===== src/rtl/ysyx_041461_mem_lsu.sv =====
// MEM-stage load/store unit: issues one valid/ready data-memory access per MEM op and returns
// aligned, extended load data. Optional misalignment trap: YSYX_041461_LSU_MISALIGN_EN.
module ysyx_041461_mem_lsu #(
   parameter int unsigned ADDR_W = 64,
   parameter int unsigned XLEN   = 64
) (
   input  logic              clk,
   input  logic              rst,
   input  logic              in_valid,
   input  logic [3:0]        in_mem_ctrl,
   input  logic [ADDR_W-1:0] in_addr,
   input  logic [XLEN-1:0]   in_wdata,
   input  logic              advance,
   output logic              lsu_stall,
   output logic              out_valid,
   output logic [XLEN-1:0]   out_rdata,
   output logic              misalign_ld,
   output logic              misalign_st,
   output logic              dmem_req_valid,
   input  logic              dmem_req_ready,
   output logic [ADDR_W-1:0] dmem_addr,
   output logic              dmem_wen,
   output logic [63:0]       dmem_wdata,
   output logic [7:0]        dmem_wmask,
   input  logic              dmem_resp_valid,
   input  logic [63:0]       dmem_rdata
);

   typedef enum logic [1:0] {StIdle, StReq, StWait, StDone} state_t;

   state_t      state_q, state_d;
   logic [3:0]  op_q;
   logic [2:0]  off_q;

   logic        is_ld, is_st, is_mem, misalign;
   logic [1:0]  size;
   logic [2:0]  off;
   logic [7:0]  size_mask, wmask_n;
   logic [63:0] wdata64, wdata_n, rsh, ld_res;

   assign off     = in_addr[2:0];
   assign wdata64 = 64'(in_wdata);

   always_comb begin
      is_ld     = 1'b0;
      is_st     = 1'b0;
      size      = 2'd0;
      unique case (in_mem_ctrl)
         4'b0001, 4'b0101: begin is_ld = 1'b1; size = 2'd0; end
         4'b0010, 4'b0110: begin is_ld = 1'b1; size = 2'd1; end
         4'b0011, 4'b0111: begin is_ld = 1'b1; size = 2'd2; end
         4'b0100:          begin is_ld = 1'b1; size = 2'd3; end
         4'b1000:          begin is_st = 1'b1; size = 2'd0; end
         4'b1001:          begin is_st = 1'b1; size = 2'd1; end
         4'b1010:          begin is_st = 1'b1; size = 2'd2; end
         4'b1011:          begin is_st = 1'b1; size = 2'd3; end
         default: ;
      endcase
   end

   assign is_mem = in_valid & (is_ld | is_st);

   always_comb begin
      size_mask = 8'h01;
      case (size)
         2'd1:    size_mask = 8'h03;
         2'd2:    size_mask = 8'h0F;
         2'd3:    size_mask = 8'hFF;
         default: size_mask = 8'h01;
      endcase
   end

   // Shifts truncate to the 8-byte lane; bytes past bit 63 are dropped.
   assign wmask_n = size_mask << off;
   assign wdata_n = wdata64 << {off, 3'b000};

`ifdef YSYX_041461_LSU_MISALIGN_EN
   assign misalign = ((size == 2'd1) & off[0]) |
                     ((size == 2'd2) & (|off[1:0])) |
                     ((size == 2'd3) & (|off));
`else
   assign misalign = 1'b0;
`endif

   assign rsh = dmem_rdata >> {off_q, 3'b000};

   always_comb begin
      ld_res = 64'd0;
      case (op_q)
         4'b0001: ld_res = {{56{rsh[7]}}, rsh[7:0]};
         4'b0010: ld_res = {{48{rsh[15]}}, rsh[15:0]};
         4'b0011: ld_res = {{32{rsh[31]}}, rsh[31:0]};
         4'b0100: ld_res = rsh;
         4'b0101: ld_res = {56'd0, rsh[7:0]};
         4'b0110: ld_res = {48'd0, rsh[15:0]};
         4'b0111: ld_res = {32'd0, rsh[31:0]};
         default: ld_res = 64'd0;
      endcase
   end

   always_comb begin
      state_d = state_q;
      case (state_q)
         StIdle: if (is_mem) state_d = misalign ? StDone : StReq;
         StReq:  if (dmem_req_ready) state_d = StWait;
         StWait: if (dmem_resp_valid) state_d = StDone;
         StDone: if (advance) state_d = StIdle;
         default: state_d = StIdle;
      endcase
   end

   always_ff @(posedge clk or posedge rst) begin
      if (rst) state_q <= StIdle;
      else     state_q <= state_d;
   end

   assign lsu_stall = (state_q == StReq) | (state_q == StWait) | ((state_q == StIdle) & is_mem);

   always_ff @(posedge clk or posedge rst) begin
      if (rst) begin
         op_q           <= 4'd0;
         off_q          <= 3'd0;
         out_valid      <= 1'b0;
         out_rdata      <= '0;
         misalign_ld    <= 1'b0;
         misalign_st    <= 1'b0;
         dmem_req_valid <= 1'b0;
         dmem_addr      <= '0;
         dmem_wen       <= 1'b0;
         dmem_wdata     <= 64'd0;
         dmem_wmask     <= 8'd0;
      end else begin
         case (state_q)
            StIdle: begin
               if (is_mem && misalign) begin
                  out_valid   <= 1'b1;
                  out_rdata   <= '0;
                  misalign_ld <= is_ld;
                  misalign_st <= is_st;
               end else if (is_mem) begin
                  op_q           <= in_mem_ctrl;
                  off_q          <= off;
                  dmem_req_valid <= 1'b1;
                  dmem_addr      <= {in_addr[ADDR_W-1:3], 3'b000};
                  dmem_wen       <= is_st;
                  dmem_wdata     <= is_st ? wdata_n : 64'd0;
                  dmem_wmask     <= wmask_n;
               end
            end
            StReq: if (dmem_req_ready) dmem_req_valid <= 1'b0;
            StWait: begin
               if (dmem_resp_valid) begin
                  out_valid <= 1'b1;
                  out_rdata <= XLEN'(ld_res);
               end
            end
            StDone: begin
               if (advance) begin
                  out_valid   <= 1'b0;
                  misalign_ld <= 1'b0;
                  misalign_st <= 1'b0;
               end
            end
            default: ;
         endcase
      end
   end

endmodule


===== config.mk =====
export PLATFORM = sky130hd
export DESIGN_NAME = ysyx_041461_mem_lsu
export DESIGN_NICKNAME = d
export VERILOG_FILES = /design/src/rtl/ysyx_041461_mem_lsu.sv
export SDC_FILE = /design/constraint.sdc
export NUM_CORES = 1
export LEC_CHECK = 0
export ABC_AREA = 1
export CORE_ASPECT_RATIO = 0.7
export CORE_MARGIN = 1
export CORE_UTILIZATION = 46
export DETAILED_ROUTE_END_ITERATION = 16
export PLACE_DENSITY_LB_ADDON = 0.25
export SLEW_MARGIN = 0
export SYNTH_ARGS = -nofsm -noshare
export SYNTH_HDL_FRONTEND = slang
export SYNTH_SLANG_ARGS = --single-unit

===== constraint.sdc =====
create_clock -name clk -period 8.42 [get_ports clk]
set_input_delay 1.263 -clock clk [delete_from_list [all_inputs] [get_ports clk]]
set_output_delay 1.263 -clock clk [all_outputs]
set_load 0.02 [all_outputs]

* Word level (Yosys, flattened, before mapping)
Index checks and enable logic that the tools add are counted.
** Operators by class
- Equal/unequal tests :: 28
- Shifts and indexed selects :: 3
- Multiplexer cells :: 17
- Bitwise gates (word level) :: 5
- Reduce and logical (&&, ||, !) cells :: 13
** Operators with widths (number)
- 64-bit one-hot mux with 7 select lines :: 1
- 64-bit 2-to-1 mux :: 1
- 64-bit by 6-bit << shifter with 64-bit output :: 1
- 64-bit by 6-bit right shift with 64-bit output :: 1
- 4-bit by 3-bit == test with 1-bit output (second input constant) :: 8
- 8-bit one-hot mux with 3 select lines :: 1
- 4-bit by 2-bit == test with 1-bit output (second input constant) :: 4
- 4-bit == test (second input constant) :: 4
- 2-bit == test (second input constant) :: 4
- 4-bit by 1-bit == test with 1-bit output (second input constant) :: 2
- 2-bit 2-to-1 mux :: 4
- 2-bit inequality test (second input constant) :: 4
- 2-bit one-hot mux with 4 select lines :: 1
- 8-bit by 3-bit << shifter with 8-bit output :: 1
- 7-bit OR reduction :: 1
- 1-bit 2-to-1 mux :: 6
- 2-bit one-hot mux with 3 select lines :: 1
- 3-bit AND reduction :: 2
- 3-bit OR reduction :: 2
- 2-bit by 1-bit == test with 1-bit output (second input constant) :: 2
- 1-bit one-hot mux with 2 select lines :: 2
- 2-bit AND reduction :: 2
- 4-bit AND reduction :: 1
- 2-bit nonzero test :: 2
- other kinds (5) :: 8
** Word-level totals
- Register bits after elaboration :: 209
- Input port bits :: 202
- Output and inout port bits :: 206

* Longest topological paths before layout
Gate-level depths: netlist of the first run.
- Word-level depth :: 7
- Gate-level depth with buffers :: 14
- Mapped depth without buffers :: 11

* Worst setup path before layout of the first run
Ideal clock, no wire load.
- Path type :: input to output
- Start point :: input port in_mem_ctrl[2]
- End point :: output port lsu_stall
- Arrival :: 2166 ps
- Data required time :: 7157 ps
- Slack :: 4991 ps
- Stages :: 7
- Path buffers :: 2
- Cells stage by stage :: inv_1 -> nand2_1 -> o21ai_1 -> nand3_2 -> buf_2 -> buf_2 -> nand2_1
** On the way
- Longest elaborated chain between the ends :: 7
- Elaborated cells on any way between the ends :: 19
- Those cells by class :: eq/ne (11); mux (2); bitwise (4); reduce/logical (2)
** Ends and longest elaborated chain
- from (decl) :: RTL line 10 : input logic [3:0] in_mem_ctrl,
- 4-bit by 3-bit == test with 1-bit output (tied with other cells) :: RTL line 48 : unique case (in_mem_ctrl)
- 7-bit OR reduction (no line) / 4-bit OR reduction (equally long branches)
- 1-bit 2-to-1 mux :: RTL line 48
- 1-bit OR * :: RTL line 61 : assign is_mem = in_valid & (is_ld | is_st);
- 1-bit AND * :: RTL line 61
- 1-bit AND * :: RTL line 117 : assign lsu_stall = (state_q == StReq) | (state_q == StWait) | ((state_q == StIdle) & is_mem);
- 1-bit OR * :: RTL line 117
- to (decl) :: RTL line 14 : output logic lsu_stall,
Every way passes the cells marked *; elsewhere a longest branch is shown, timed or not.

* Worst setup path in the final report of the first run
- Start point :: input port in_mem_ctrl[3]
- End point :: output port lsu_stall
The elaborated chain is that of the path after synthesis.

==> results of run 1 <==
==> layer usage <==
layer	GRT usage, %	vias to the layer above	wire, um
li1	-	6083	-
met1	45.5	6153	18600
met2	51.9	718	20000
met3	9.40	102	5160
met4	11.5	0	1640
met5	0	-	0
==> power breakdown <==
group / switching, mW / internal (mW)
sequential: 0.285 / 1.41
clock: 0.442 / 0.653
combinational: 1.81 / 1.20
==> layout make-up <==
class | instances | area, sq um | area share, %
multi-input cells | 1289 | 5740 | 34.6
flip-flops and latches | 209 | 5230 | 31.6
repair buffers | 417 | 4130 | 24.9
clock buffers | 29 | 618 | 3.73
well taps | 325 | 407 | 2.45
inverters | 60 | 240 | 1.45
clock inverters | 13 | 198 | 1.19
diodes | 2 | 5.00 | 0.0302
==> metrics by stage <==
step	setup slack (ns)	total power [mW]	std cells	cell area, sq um
finish	3.53	5.80	2344	16600
global route	3.41	6.14	2344	16600
CTS	3.56	5.79	2342	16600
detailed placement	3.56	4.67	2300	15800
global placement	3.59	4.62	2300	15800
floorplan	1.45	3.38	1682	11800
==> sequential cells by signal (all words and copies together) (netlist names) <==
| signal | flops |
|---|---|
| dmem_wmask | 8 |
| out_rdata | 64 |
| dmem_req_valid | 1 |
| out_valid | 1 |
| dmem_addr | 61 |
| op_q | 4 |
| dmem_wdata | 64 |
| dmem_wen | 1 |
| state_q | 2 |
| off_q | 3 |
==> cell families after synthesis <==
kind of cell	count (synthesis)	synth area share (%)
adders and majority gates	4	0.423
and+or+nand+nor	1016	34.8
buffers and inverters	184	7.42
AOI/OAI and AO/OA	262	12.9
other	1	0.0317
muxes	2	0.169
DFF	209	44.2
==> Yosys cell counts (2+ instances only) <==
cell type | n | area, sq um
nand2_1 | 800 | 3000
dfrtp_1 | 209 | 5230
o21ai_0 | 123 | 616
nand3_1 | 100 | 500
buf_2 | 56 | 280
nor2_1 | 54 | 203
inv_1 | 53 | 199
o211ai_1 | 40 | 300
clkbuf_1 | 37 | 139
nand4_1 | 35 | 219
o21ai_1 | 34 | 170
o31ai_1 | 28 | 210
a21oi_1 | 19 | 95.1
buf_4 | 17 | 128
buf_1 | 8 | 30.0
o22ai_1 | 8 | 50.1
or2_2 | 8 | 50.1
buf_6 | 6 | 67.6
nand3_2 | 6 | 60.1
inv_2 | 5 | 18.8
ha_1 | 4 | 50.1
nand2_2 | 3 | 18.8
nor3_1 | 3 | 15.0
mux2i_1 | 2 | 20.0
o21a_1 | 2 | 15.0
o21ai_2 | 2 | 17.5
o221ai_1 | 2 | 17.5
or2_1 | 2 | 12.5
==> final timing paths <==
path	start	endpoint	slack, ns
worst max-delay path	in_mem_ctrl[3]	lsu_stall	3.53
worst min-delay path	out_rdata[58]	out_rdata[58]	0.48
worst max register to register	off_q[1]	out_rdata[56]	5.22
worst min register to register	out_rdata[58]	out_rdata[58]	0.48
max in group asynchronous	rst	dmem_addr[44]	5.84
min in group asynchronous	rst	out_rdata[18]	1.23
==> worst min-delay path, stage by stage (launching register included) <==
cell and delay, ns:
dfrtp_1 0.34, nand2_1 0.05, nand2_1 0.06
==> flow_metrics.tcl, run 1 <==
set metrics [dict create \
    track_usage_pct 33.6 \
    grt_first_pass_wirelength_um 68500 \
    timing.fmax_mhz 205 \
    postSynth.asyncResetShare_pct 100 \
    grt_remaining_overflow 0 \
    drt-total-wl_um 45300 \
    synthDistinctLibCells 40 \
    die_area_sq_um 26400 \
    die_h_um 136 \
    finalClockSkew_ns 0.0155 \
    p_leak_nw 8.07 \
    hold_depth 2 \
    ff2ff_path_depth 9 \
    min_path_type "reg -> reg" \
    cpMaxStageDelayCell "clkdlybuf4s50_1" \
    antenna_left 0 \
    ys.flop_type "dfrtp_1" \
    fin_nets 2206 \
    drc 0 \
    dr.first_iter.drc_count 1514 \
    cp.required_ns 7.16 \
    final_cell_mix "nand2_1 (799), clkdlybuf4s50_1 (401), dfrtp_1 (207)" \
    cts_resized 0 \
    hold_viol 0 \
    cts_buffers 23 \
    setup_viol 0 \
    clock-sinks 209 \
    end_kind "output pin" \
    critPathLaunchType "primary input" \
    worst_pin_slew_ns 1.12 \
    clockRootBuffer "clkbuf_16" \
    wl_per_cell_um 19.3 \
    die_w_um 194 \
    crit_arrival_ns 3.62 \
    post-dp-hpwl_um 32400 \
    final_util_pct 66.5 \
    postCtsSetupBuffers 0 \
    rsz0062_at_grt "no" \
    finalCriticalPeriod_ns 4.89 \
    fillCellCount 2200 \
    final_common_cell "nand2_1" \
    fin_tns_setup_ns 0 \
    synth_area_per_cell_sq_um 7.05 \
    grt_pass1_vias 12100 \
    crit_type "in -> out" \
    vias 13100 \
    maxSlewViolCount 0 \
    period_share_pct 58.0 \
    syn_to_final_growth_pct 40.2 \
    io_pins 408 \
    crit_family "buffers and inverters" \
    portBuffers 402 \
    crit_cells 6 \
    grt_start_max_net_pins 97 \
    core_area_sq_um 24900 \
    cap_violations 0 \
    num_rows 48 \
    max_slew_margin_pct 25.2 \
    synth_area_sq_um 11800 \
    power-per-cell-area_nw_per_um2 350 \
    worstSkewPairLatency_ns 0.53 \
    ys_seq_elements 209 \
    gp_congestion 0.970 \
    status "completed" \
    synth-edff-count 0 \
    clk_pin_slew_ns 0.06 \
    drive_gt1_share_pct 4.26 \
    antenna_found_initial 2 \
    cts_tree "done" \
    synthesis.instances 1678 \
    yosysWarnings 0 \
    critPathMaxStageDelay_ns 0.62 \
    via_per_inst 5.57 \
    cts_buffer_depth 3 \
    vdd_drop_max_mv 0.274 \
    drt-pass1-iter-count 7 \
    start_util_pct 47.4 \
    critical_path_buf_inv_count 2 \
    path_cells "clkdlybuf4s50_1, nand2_1, o21ai_1, nand3_4, nand2_1, clkdlybuf4s50_1" \
    hold-worst-slack_ns 0.478 \
    path_max_fanout 55 \
    ys_seq_area_share_pct 44.2 \
    postCtsHoldBufs 0 \
    h-tree-depth 1 \
]
Note: power is estimated with default switching activity, not from simulation.
==> run 2: changes to the inputs <==
==> constraint.sdc (replaced) <==
create_clock -name clk -period 5 [get_ports clk]
set_input_delay 0.75 -clock clk [delete_from_list [all_inputs] [get_ports clk]]
set_output_delay 0.75 -clock clk [all_outputs]
set_load 0.02 [all_outputs]
==> flow_metrics.tcl, run 2 (synthesis results as in run 1) <==
set metrics [dict create \
    maxSlewViolCount 0 \
    io_pins 408 \
    critPathLaunchType "primary input" \
    min_path_type "reg -> reg" \
    vdd_drop_max_mv 0.407 \
    finalCriticalPeriod_ns 3.22 \
    crit_type "in -> out" \
    antenna_found_initial 2 \
    seq_area_sq_um 5230 \
    die_area_sq_um 26400 \
    hp-start "out_rdata[9]" \
    final_cell_mix "nand2_1 (799), clkdlybuf4s50_1 (401), dfrtp_1 (207)" \
    reg2reg_to "out_rdata[27]" \
    portBuffers 402 \
    cts_tree "done" \
    drc 0 \
    grt_first_pass_wirelength_um 70500 \
    critPathMaxStageDelay_ns 0.60 \
    holdPathEnd "out_rdata[9]" \
    post-dp-hpwl_um 32900 \
    cpMostUsedCell "clkdlybuf4s50_1" \
    grt_start_max_net_pins 135 \
    multi_input_area_sq_um 5740 \
    drt-total-wl_um 45700 \
    postCtsHoldBufs 0 \
    rsz0062_at_grt "no" \
    track_usage_pct 34.5 \
    cts_buffer_depth 3 \
    ff2ff_path_depth 8 \
    die_h_um 136 \
    clockRootBuffer "clkbuf_16" \
    reg_top3 "dmem_wdata: 64 flops, out_rdata: 64 flops, dmem_addr: 61 flops" \
    clock-sinks 209 \
    rr_startpoint "off_q[2]" \
    grt_remaining_overflow 0 \
    period_share_pct 64.4 \
    power-per-cell-area_nw_per_um2 579 \
    cap_violations 0 \
    dpl.cell_count 2303 \
    cts_resized 0 \
    final_common_cell "nand2_1" \
    reg2reg_slack_ns 1.92 \
    hold_viol 0 \
    clk_pin_slew_ns 0.06 \
    via_per_inst 5.54 \
    crit_arrival_ns 2.47 \
    fillCellCount 2186 \
    p_leak_nw 8.03 \
    final_util_pct 66.2 \
    fin_tns_setup_ns 0 \
    grt_pass1_vias 12500 \
    antenna_left 0 \
    timing.fmax_mhz 311 \
    stdcell_count 2344 \
    status "completed" \
    drt-pass1-iter-count 7 \
    fin_nets 2208 \
    core_area_sq_um 24900 \
    worstSkewPairLatency_ns 0.52 \
    path_max_fanout 6 \
    start_util_pct 47.4 \
    cp.required_ns 4.25 \
    finalClockSkew_ns 0.0176 \
    wl_per_cell_um 19.5 \
    die_w_um 194 \
    max_slew_margin_pct 25.0 \
    end_kind "output pin" \
    cts_buffers 22 \
    num_rows 48 \
    setup_viol 0 \
    vias 13000 \
    drive_gt1_share_pct 4.26 \
    path_cells "clkdlybuf4s50_1, nor3_1, o21ai_1, nand3_4, nand2_1, clkdlybuf4s50_1" \
    gp_congestion 0.973 \
    cpMaxStageDelayCell "clkdlybuf4s50_1" \
    dr.first_iter.drc_count 1641 \
    hold-worst-slack_ns 0.479 \
    worst_pin_slew_ns 1.12 \
    h-tree-depth 1 \
    postCtsSetupBuffers 0 \
    hold_depth 2 \
    syn_to_final_growth_pct 39.4 \
]
-- run 2: where the power goes --
part	switching (mW)	internal, mW
Combinational	3.02	2.02
Sequential	0.511	2.38
Clock	0.710	0.902
Total	4.24	5.31
-- run 2: cell type report --
class | instances | area share (%)
well taps | 325 | 2.47
flip-flops and latches | 209 | 31.7
clock buffers | 32 | 3.93
multi-input cells | 1289 | 34.8
clock inverters | 7 | 0.311
repair buffers | 420 | 25.3
inverters | 60 | 1.43
diodes | 2 | 0.0304
-- run 2: how the worst max path moves through the flow --
| stage | from | end |
|---|---|---|
| finish | in_mem_ctrl[0] | lsu_stall |
| detailed placement | in_mem_ctrl[0] | lsu_stall |
| global route | in_mem_ctrl[0] | lsu_stall |
| global placement | in_mem_ctrl[0] | lsu_stall |
| CTS | in_mem_ctrl[0] | lsu_stall |
| floorplan | rst | dmem_addr[10] |
-- run 2: routing by layer --
layer | part of all wire [%] | track usage, % | up-vias
li1 | - | - | 6081
met1 | 42 | 46.3 | 6094
met2 | 43 | 52.2 | 708
met3 | 12 | 11.7 | 94
met4 | 3.3 | 11.5 | 2
met5 | 0.024 | 0 | -
-- run 2: metrics by stage --
stage | power, mW | setup WS [ns] | cell area, sq um
floorplan | 5.70 | 1.54 | 11800
global placement | 7.82 | 1.80 | 15800
detailed placement | 7.88 | 1.79 | 15800
CTS | 9.53 | 1.78 | 16500
global route | 10.1 | 1.68 | 16500
finish | 9.55 | 1.78 | 16500
-- run 2: critical path, delay by kind of cell --
| family | cells | cell delay, ns |
|---|---|---|
| simple gates | 3 | 0.30 |
| compound gates | 1 | 0.27 |
| buf+inv | 2 | 1.16 |
